<file path="config.mk">
export PLATFORM = sky130hd
export DESIGN_NAME = i2s_master_receiver
export DESIGN_NICKNAME = d
export VERILOG_FILES = /design/src/rtl/i2s_master_receiver.sv
export SDC_FILE = /design/constraint.sdc
export NUM_CORES = 1
export LEC_CHECK = 0
export BUFFER_PORTS_ARGS = -buffer_cell sky130_fd_sc_hd__buf_2
export CAP_MARGIN = 20
export CORE_UTILIZATION = 50
export CTS_CLUSTER_DIAMETER = 100
export DETAILED_ROUTE_END_ITERATION = 7
export MAX_ROUTING_LAYER = met4
export PLACE_DENSITY = 0.72
export SYNTH_ARGS = -nofsm -noshare
export SYNTH_HDL_FRONTEND = slang
export SYNTH_SLANG_ARGS = --single-unit
</file>
<file path="constraint.sdc">
create_clock -name clk -period 2.13 [get_ports clk]
set_input_delay 0.213 -clock clk [delete_from_list [all_inputs] [get_ports clk]]
set_output_delay 0.213 -clock clk [all_outputs]
set_load 0.03 [all_outputs]
</file>
<file path="src/rtl/i2s_master_receiver.sv">
// I2S master receiver: generates sck/ws from clk and shifts in MSB-first samples
// with the one-bit I2S delay, emitting one valid pulse per enabled channel per frame.
module i2s_master_receiver #(
  parameter int unsigned SCK_DIV_LOG2 = 3,
  parameter int unsigned SLOT_BITS    = 32,
  parameter int unsigned SAMPLE_BITS  = 24,
  parameter logic [1:0]  CH_EN        = 2'b11
) (
  input  logic                   clk,
  input  logic                   rst,
  input  logic                   enable,
  input  logic                   sd,
  output logic                   sck,
  output logic                   ws,
  output logic [SAMPLE_BITS-1:0] sample,
  output logic                   sample_right,
  output logic                   sample_valid,
  output logic                   busy
);

  localparam int unsigned PH_W  = SCK_DIV_LOG2 + 1;
  localparam int unsigned HALF  = 2 ** SCK_DIV_LOG2;
  localparam int unsigned BIT_W = (SLOT_BITS > 1) ? $clog2(SLOT_BITS) : 1;

  localparam logic [PH_W-1:0]  PH_STROBE   = PH_W'(HALF - 1);
  localparam logic [BIT_W-1:0] BIT_LAST    = BIT_W'(SLOT_BITS - 1);
  localparam logic [BIT_W-1:0] SAMPLE_LAST = BIT_W'(SAMPLE_BITS - 1);

  typedef enum logic [1:0] {IDLE, RUN, DRAIN} state_e;

  state_e                 state_q, state_d;
  logic [PH_W-1:0]        ph_q, ph_d;
  logic [BIT_W-1:0]       bit_q, bit_d;
  logic                   slot_q, slot_d;
  logic [SAMPLE_BITS-1:0] shreg_q, shreg_d;
  logic [SAMPLE_BITS-1:0] sample_q, sample_d;
  logic                   right_q, right_d;
  logic                   valid_q, valid_d;
  logic                   sck_q, sck_d;
  logic                   ws_q, ws_d;
  logic                   ph_wrap, frame_end, strobe;

  // The phase counter spans exactly P = 2*HALF states, so it wraps on its own.
  always_comb begin
    // NOTE: every signal written here gets a default first, so no path can infer a latch.
    state_d   = state_q;
    ph_d      = ph_q;
    bit_d     = bit_q;
    slot_d    = slot_q;
    shreg_d   = shreg_q;
    ph_wrap   = &ph_q;
    frame_end = ph_wrap && slot_q && (bit_q == BIT_LAST);
    strobe    = (state_q != IDLE) && (ph_q == PH_STROBE);

    unique case (state_q)
      IDLE:    if (enable) state_d = RUN;
      RUN:     if (!enable) state_d = frame_end ? IDLE : DRAIN;
      DRAIN:   if (enable) state_d = RUN;
               else if (frame_end) state_d = IDLE;
      default: state_d = IDLE;
    endcase

    if (state_q != IDLE) begin
      ph_d = ph_q + 1'b1;
      if (ph_wrap) begin
        bit_d = (bit_q == BIT_LAST) ? '0 : bit_q + 1'b1;
        if (bit_q == BIT_LAST) slot_d = ~slot_q;
      end
    end
    if (state_d == IDLE) begin
      ph_d   = '0;
      bit_d  = '0;
      slot_d = 1'b0;
    end

    // ws leads the slot MSB by one bit: high from the last left bit to the second-last right bit.
    sck_d = ph_d[PH_W-1];
    ws_d  = (state_d != IDLE) && (slot_d ? (bit_d != BIT_LAST) : (bit_d == BIT_LAST));

    if (strobe && (bit_q <= SAMPLE_LAST)) shreg_d = SAMPLE_BITS'({shreg_q, sd});

    valid_d  = strobe && (bit_q == SAMPLE_LAST) && CH_EN[slot_q];
    sample_d = valid_d ? shreg_d : sample_q;
    right_d  = valid_d ? slot_q : right_q;
  end

  always_ff @(posedge clk) begin
    if (rst) begin
      state_q  <= IDLE;
      ph_q     <= '0;
      bit_q    <= '0;
      slot_q   <= 1'b0;
      shreg_q  <= '0;
      sample_q <= '0;
      right_q  <= 1'b0;
      valid_q  <= 1'b0;
      sck_q    <= 1'b0;
      ws_q     <= 1'b0;
    end else begin
      // NOTE: non-blocking updates keep every register reading pre-edge values.
      state_q  <= state_d;
      ph_q     <= ph_d;
      bit_q    <= bit_d;
      slot_q   <= slot_d;
      shreg_q  <= shreg_d;
      sample_q <= sample_d;
      right_q  <= right_d;
      valid_q  <= valid_d;
      sck_q    <= sck_d;
      ws_q     <= ws_d;
    end
  end

  assign sck          = sck_q;
  assign ws           = ws_q;
  assign sample       = sample_q;
  assign sample_right = right_q;
  assign sample_valid = valid_q;
  assign busy         = (state_q != IDLE);

endmodule
</file>
==> flow_summary.ini, run 1 <==
[hold_path]
hp-class = input pin to register

[placement]
place_ws_ns = -0.0439
globalplace.congestion = 0.881
post_dp_cell_area_um2 = 2710
post-dp-hpwl_um = 3070
io_buffers = 32

[sta]
slew_headroom_pct = 73.3
period_minus_slack_ns = 2.07
slew_violations = 0
worstMarginPinSlew_ns = 0.400
layout_setup_ws_ns = 0.0574
fin_skew_ns = 0.00613
setup_viol = 0
clock.fmax_ghz = 0.482
finalHoldViolations = 0
fin_crit_sh_pct = 97.3

[clocking]
cts_setup_buffers = 0
cts.sinks = 62
htree_levels = 3
cts_tree = done
insertion_delay_ns = 0.33
clkTransAtPathRegs_ns = 0.07
postCtsHoldBufs = 0
cts-root-buf = clkbuf_8
numCtsBuffers = 9
cts_buffer_depth = 2

[global_routing]
grt_pass1_vias = 1684
grt_usage_pct = 19.6
grt_pass1_wl_um = 7500
grt_start_max_net_pins = 43
antenna_found_initial = 0
grt_remaining_overflow = 0

[critical_path]
cp_top_family = simple AND/OR/NAND/NOR gates
critPathSlowestCell = mux2_1
cp-start-kind = register
worstPathCellList = ha_2 > and3_4 > ha_4 > and3_4 > a21oi_4 > o221ai_2 > nor4_2 > mux2_1
crit_top_cell = and3_4
cp-end-kind = register
path_class = register to register
cp.arrival_ns = 2.29
r2r_slack_ns = 0.06
critPathMaxFanout = 6
crit_buf_inv = 0
slowest_delay_ns = 0.35
cp.required_ns = 2.35

[run_status]
outcome = completed

[floorplan]
die_area_um2 = 5190
die_w_um = 72.1
rows = 25
coreArea_um2 = 4720
pin_count = 33
start_util_pct = 52.0
dieHeight_um = 72.1

[synthesis]
synth_common_cells = dfxtp_1, nand2_1, nor2_1
synth_cell_types = 40
seq_area_frac_synth_pct = 50.6
synth_edf_count = 0
synth_most_common_cell = dfxtp_1
netlist_instances = 269
syn_nets = 276
async_reset_ff_share_pct = 0
yosysWarnings = 0
syn_area_um2 = 2450
netlist_top_cells_area = dfxtp_1, mux2i_1, nand2_1
yosysTopAreaCellShare_pct = 50.6
syn_avg_cell_area_um2 = 9.13
synth_flop_cell = dfxtp_1
ys_ff_latch = 62
synth_top_area_cell = dfxtp_1

[route]
first_pass_iters = 4
ant_nets = 0
post-route-drc-count = 0
routed_wl_um = 4890
drt-initial-drc-count = 117
wl_per_cell_um = 12.8
vias_per_cell = 5.11
vias = 1953

[finish]
drive_gt1_share_pct = 24.4
finalNetCount = 317
fin_area_um2 = 2940
num_antenna_cells = 0
synthToLayoutAreaGrowth_pct = 19.9

[run]
drv_cap = 0

[power]
vdd.ir_drop.worst_mv = 0.464
powerDensity_nw_per_um2 = 716
leakagePower_nw = 1.31
-- worst min-delay path: stages --
cell     delay, ns
buf_2         0.10
nand2_1       0.05
a21oi_1       0.05
-- power by group --
| group | internal [mW] | switching (mW) |
|---|---|---|
| sequential | 1.16 | 0.00613 |
| clock | 0.448 | 0.434 |
| combinational | 0.0176 | 0.0393 |
-- area by class of cell --
cell class,count,area (um^2)
tap,67,83.8
sequential,62,1240
clock inverter,4,22.5
inverter,2,7.51
timing repair buffer,45,258
clock buffer,12,145
multi-input combinational,190,1190
fill,418,1780
-- per-layer routing --
metal	wire [um]	GRT usage, %	up-vias	part of all wire [%]
met5	0	-	-	0
met4	145	11.3	0	3.0
met3	202	5.56	15	4.1
met2	2270	30.1	43	46
met1	2260	23.1	907	46
li1	-	-	988	-
-- timing repair --
action,4_1_cts,5_1_grt
resized for setup,2,10
pin swaps,1,2
setup endpoints to repair,1,1
-- final timing paths --
kind	from	endpoint	depth (start not counted)
max reg2reg	bit_q[1]	ws	8
min reg2reg	sample[0]	sample[0]	2
max	bit_q[1]	ws	8
min	sd	sample[0]	3
-- cells in the final DEF, fill, tap and decap left out, drive strengths merged, types with 3 or more instances in the layout --
cell and instances:
nor2 39, buf 45, and3 3, a21oi 29
clkinv 3, dfxtp 62, nor2b 3, nand3 3
nand2 56, mux2i 25, clkbuf 12, ha 3
-- sequential cells by signal, indices dropped and copies added (netlist names) --
name	count
sample_right	1
slot_q	1
ph_q	3
shreg_q	23
bit_q	5
sck	1
state_q	2
sample	24
ws	1
sample_valid	1
-- stage by stage --
step	utilization [%]	setup TNS [ns]	total power, mW	cells	hold slack [ns]
global route	62.3	-0.0114	2.18	382	0.137
CTS	61.1	0	2.13	382	0.124
global placement	57.4	0	1.25	366	0.438
finish	62.3	0	2.11	382	0.134
detailed placement	57.4	-0.0439	1.25	366	0.444
floorplan	-	0	1.23	269	0.349
-- cells by family (layout without fill, tap and decap cells) --
| family | Yosys count | in the layout | synth area share [%] |
|---|---|---|---|
| AO/OA/AOI/OAI | 43 | 43 | 11.1 |
| adder cells (fa/ha/maj) | 3 | 3 | 1.53 |
| XOR/XNOR | 3 | 3 | 1.07 |
| multiplexers | 26 | 26 | 10.7 |
| buffers and inverters | 17 | 63 | 4.18 |
| flip-flops | 62 | 62 | 50.6 |
| AND/OR/NAND/NOR | 115 | 115 | 20.9 |
Power figures use the tool's default switching activity.
==> run 2: changes to the inputs <==
- CORE_MARGIN: default -> 2
- GPL_TIMING_DRIVEN: default -> 0
==> run 2 against run 1 <==
Effect of this change:
- the run now ends with setup timing left
- combinational power decreased by 5.3%
- clock power increased by 3.7%
- sequential power about the same
- count of clock-buffer cells in the layout did not move
- critical path depth stayed put
- core utilization grew 1.2 points
- clock skew barely moved
- die area increased by 5.6%
- critical path type unchanged
- total power is 1.2% higher
- register-to-register slack got worse by 0.12 ns
- via count down 0.61%
==> flow_summary.ini, run 2 (synthesis gave the netlist of run 1 again) <==
[route]
vias = 1941
vias_per_cell = 5.04
first_pass_iters = 4
drt-initial-drc-count = 125
routed_wl_um = 4840
wl_per_cell_um = 12.6
post-route-drc-count = 0
ant_nets = 0

[hold_path]
hp-class = input pin to register
worstHoldStart = sd
min_path_cells = 3
min_to = sample[0]

[sta]
rsz0062_at_grt = true
fin_crit_sh_pct = 103
fin_skew_ns = 0.00596
layout_setup_ws_ns = -0.0614
clock.fmax_ghz = 0.456
finalHoldViolations = 0
slew_violations = 0
setup_viol = 1
hold_slack_ns = 0.136
worstMarginPinSlew_ns = 0.523
period_minus_slack_ns = 2.19
slew_headroom_pct = 65.2

[global_routing]
grt_pass1_wl_um = 7600
antenna_found_initial = 0
grt_start_max_net_pins = 11
grt_pass1_vias = 1642
grt_remaining_overflow = 0
grt_usage_pct = 18.8

[run_status]
outcome = finished, violations left
failed_checks = setup timing

[finish]
utilization_pct = 63.5
final_cell_mix = dfxtp_1, nand2_1, nor2_1, buf_2, a21oi_1
fillCellCount = 414
num_antenna_cells = 0
fin_area_um2 = 3000
synthToLayoutAreaGrowth_pct = 22.3
drive_gt1_share_pct = 23.9
final_common_cell = dfxtp_1
largest_register_ffs = 24
finalNetCount = 321

[floorplan]
rows = 25
dieHeight_um = 74.1
die_w_um = 74.1
start_util_pct = 52.0
coreArea_um2 = 4720
die_area_um2 = 5490
pin_count = 33

[clocking]
cts.sinks = 62
clkTransAtPathRegs_ns = 0.07
htree_levels = 3
insertion_delay_ns = 0.33
postCtsHoldBufs = 0
cts-root-buf = clkbuf_8
numCtsBuffers = 9
cts_tree = done
cts_buffer_depth = 2

[critical_path]
crit_top_cell = ha_4
critPathSlowestCell = dfxtp_4
r2r-start = bit_q[1]
worstPathCellList = ha_4 > and3_4 > ha_4 > nand2b_4 > nor4_4 > o221ai_2 > nor4_2 > mux2_4
cp.required_ns = 2.35
critPathMaxFanout = 6
slowest_delay_ns = 0.36
cp-end-kind = register
cp-start-kind = register
cp.arrival_ns = 2.41
r2r_slack_ns = -0.06
path_class = register to register
reg2reg_to = ws
rr_worst_depth = 8

[power]
vdd.ir_drop.worst_mv = 0.326
power_mw = 2.13
powerDensity_nw_per_um2 = 711
leakagePower_nw = 1.31

[placement]
globalplace.congestion = 0.787
post_dp_cell_area_um2 = 2700
post-dp-hpwl_um = 3170
io_buffers = 31

[run]
drv_cap = 0
-- run 2: cell count changes in the layout (fill, tap and decap cells not counted), moves of 2 or more --
cell      before  now
dfxtp_4        0    2
clkinv_2       3    1
dfxtp_1       62   60
clkbuf_1       2    9
buf_4         13    5
buf_6          0    4
-- run 2: how the worst max path moves through the flow --
| stage | from | endpoint | slack, ns | cells past startpoint |
|---|---|---|---|---|
| floorplan | bit_q[0] | ws | 0.01 | 8 |
| global placement | bit_q[0] | ws | -0.26 | 8 |
| detailed placement | bit_q[0] | ws | -0.27 | 8 |
| CTS | bit_q[1] | ws | 0.01 | 8 |
| global route | bit_q[1] | ws | -0.11 | 8 |
| finish | bit_q[1] | ws | -0.06 | 8 |
-- run 2: per-stage QoR --
stage               cells  setup TNS [ns]  setup slack [ns]
global placement      367          -0.261            -0.261
floorplan             269               0            0.0107
finish                385         -0.0614           -0.0614
global route          385          -0.112            -0.112
CTS                   384               0            0.0106
detailed placement    367          -0.268            -0.268
-- run 2: worst max-delay path: cells and delay by family (launching register included) --
kind / cells / cell delay [ns]
adder cells (fa/ha/maj): 2 / 0.36
AND/OR/NAND/NOR: 4 / 0.86
AO/OA/AOI/OAI: 1 / 0.15
flip-flops: 1 / 0.36
multiplexers: 1 / 0.34
-- run 2: cell type report --
type | count | area [um^2] | area share [%]
sequential | 62 | 1250 | 41.6
buffer | 15 | 95.1 | 3.17
multi-input combinational | 190 | 1210 | 40.4
clock buffer | 12 | 155 | 5.17
clock inverter | 3 | 20.0 | 0.667
timing repair buffer | 34 | 178 | 5.92
tap | 67 | 83.8 | 2.79
inverter | 2 | 7.51 | 0.250
-- run 2: per-layer routing --
layer | GRT usage, % | vias up | wire length [um]
met1 | 23.2 | 891 | 2270
li1 | - | 998 | -
met3 | 5.69 | 15 | 188
met2 | 29.5 | 37 | 2280
met5 | - | - | 0
met4 | 6.06 | 0 | 97
-- run 2: what timing repair did --
action	4_1_cts	5_1_grt
resized for setup	15	4
buffers inserted	2	1
endpoints found under the setup margin	1	1
endpoints found under the hold margin	0	0
pin swaps	4	4
-- run 2: report_power, final --
part           switching, mW  total [mW]  internal [mW]
combinational         0.0390      0.0539         0.0149
sequential           0.00480        1.16           1.16
clock                  0.438       0.915          0.477
total                  0.481        2.13           1.65
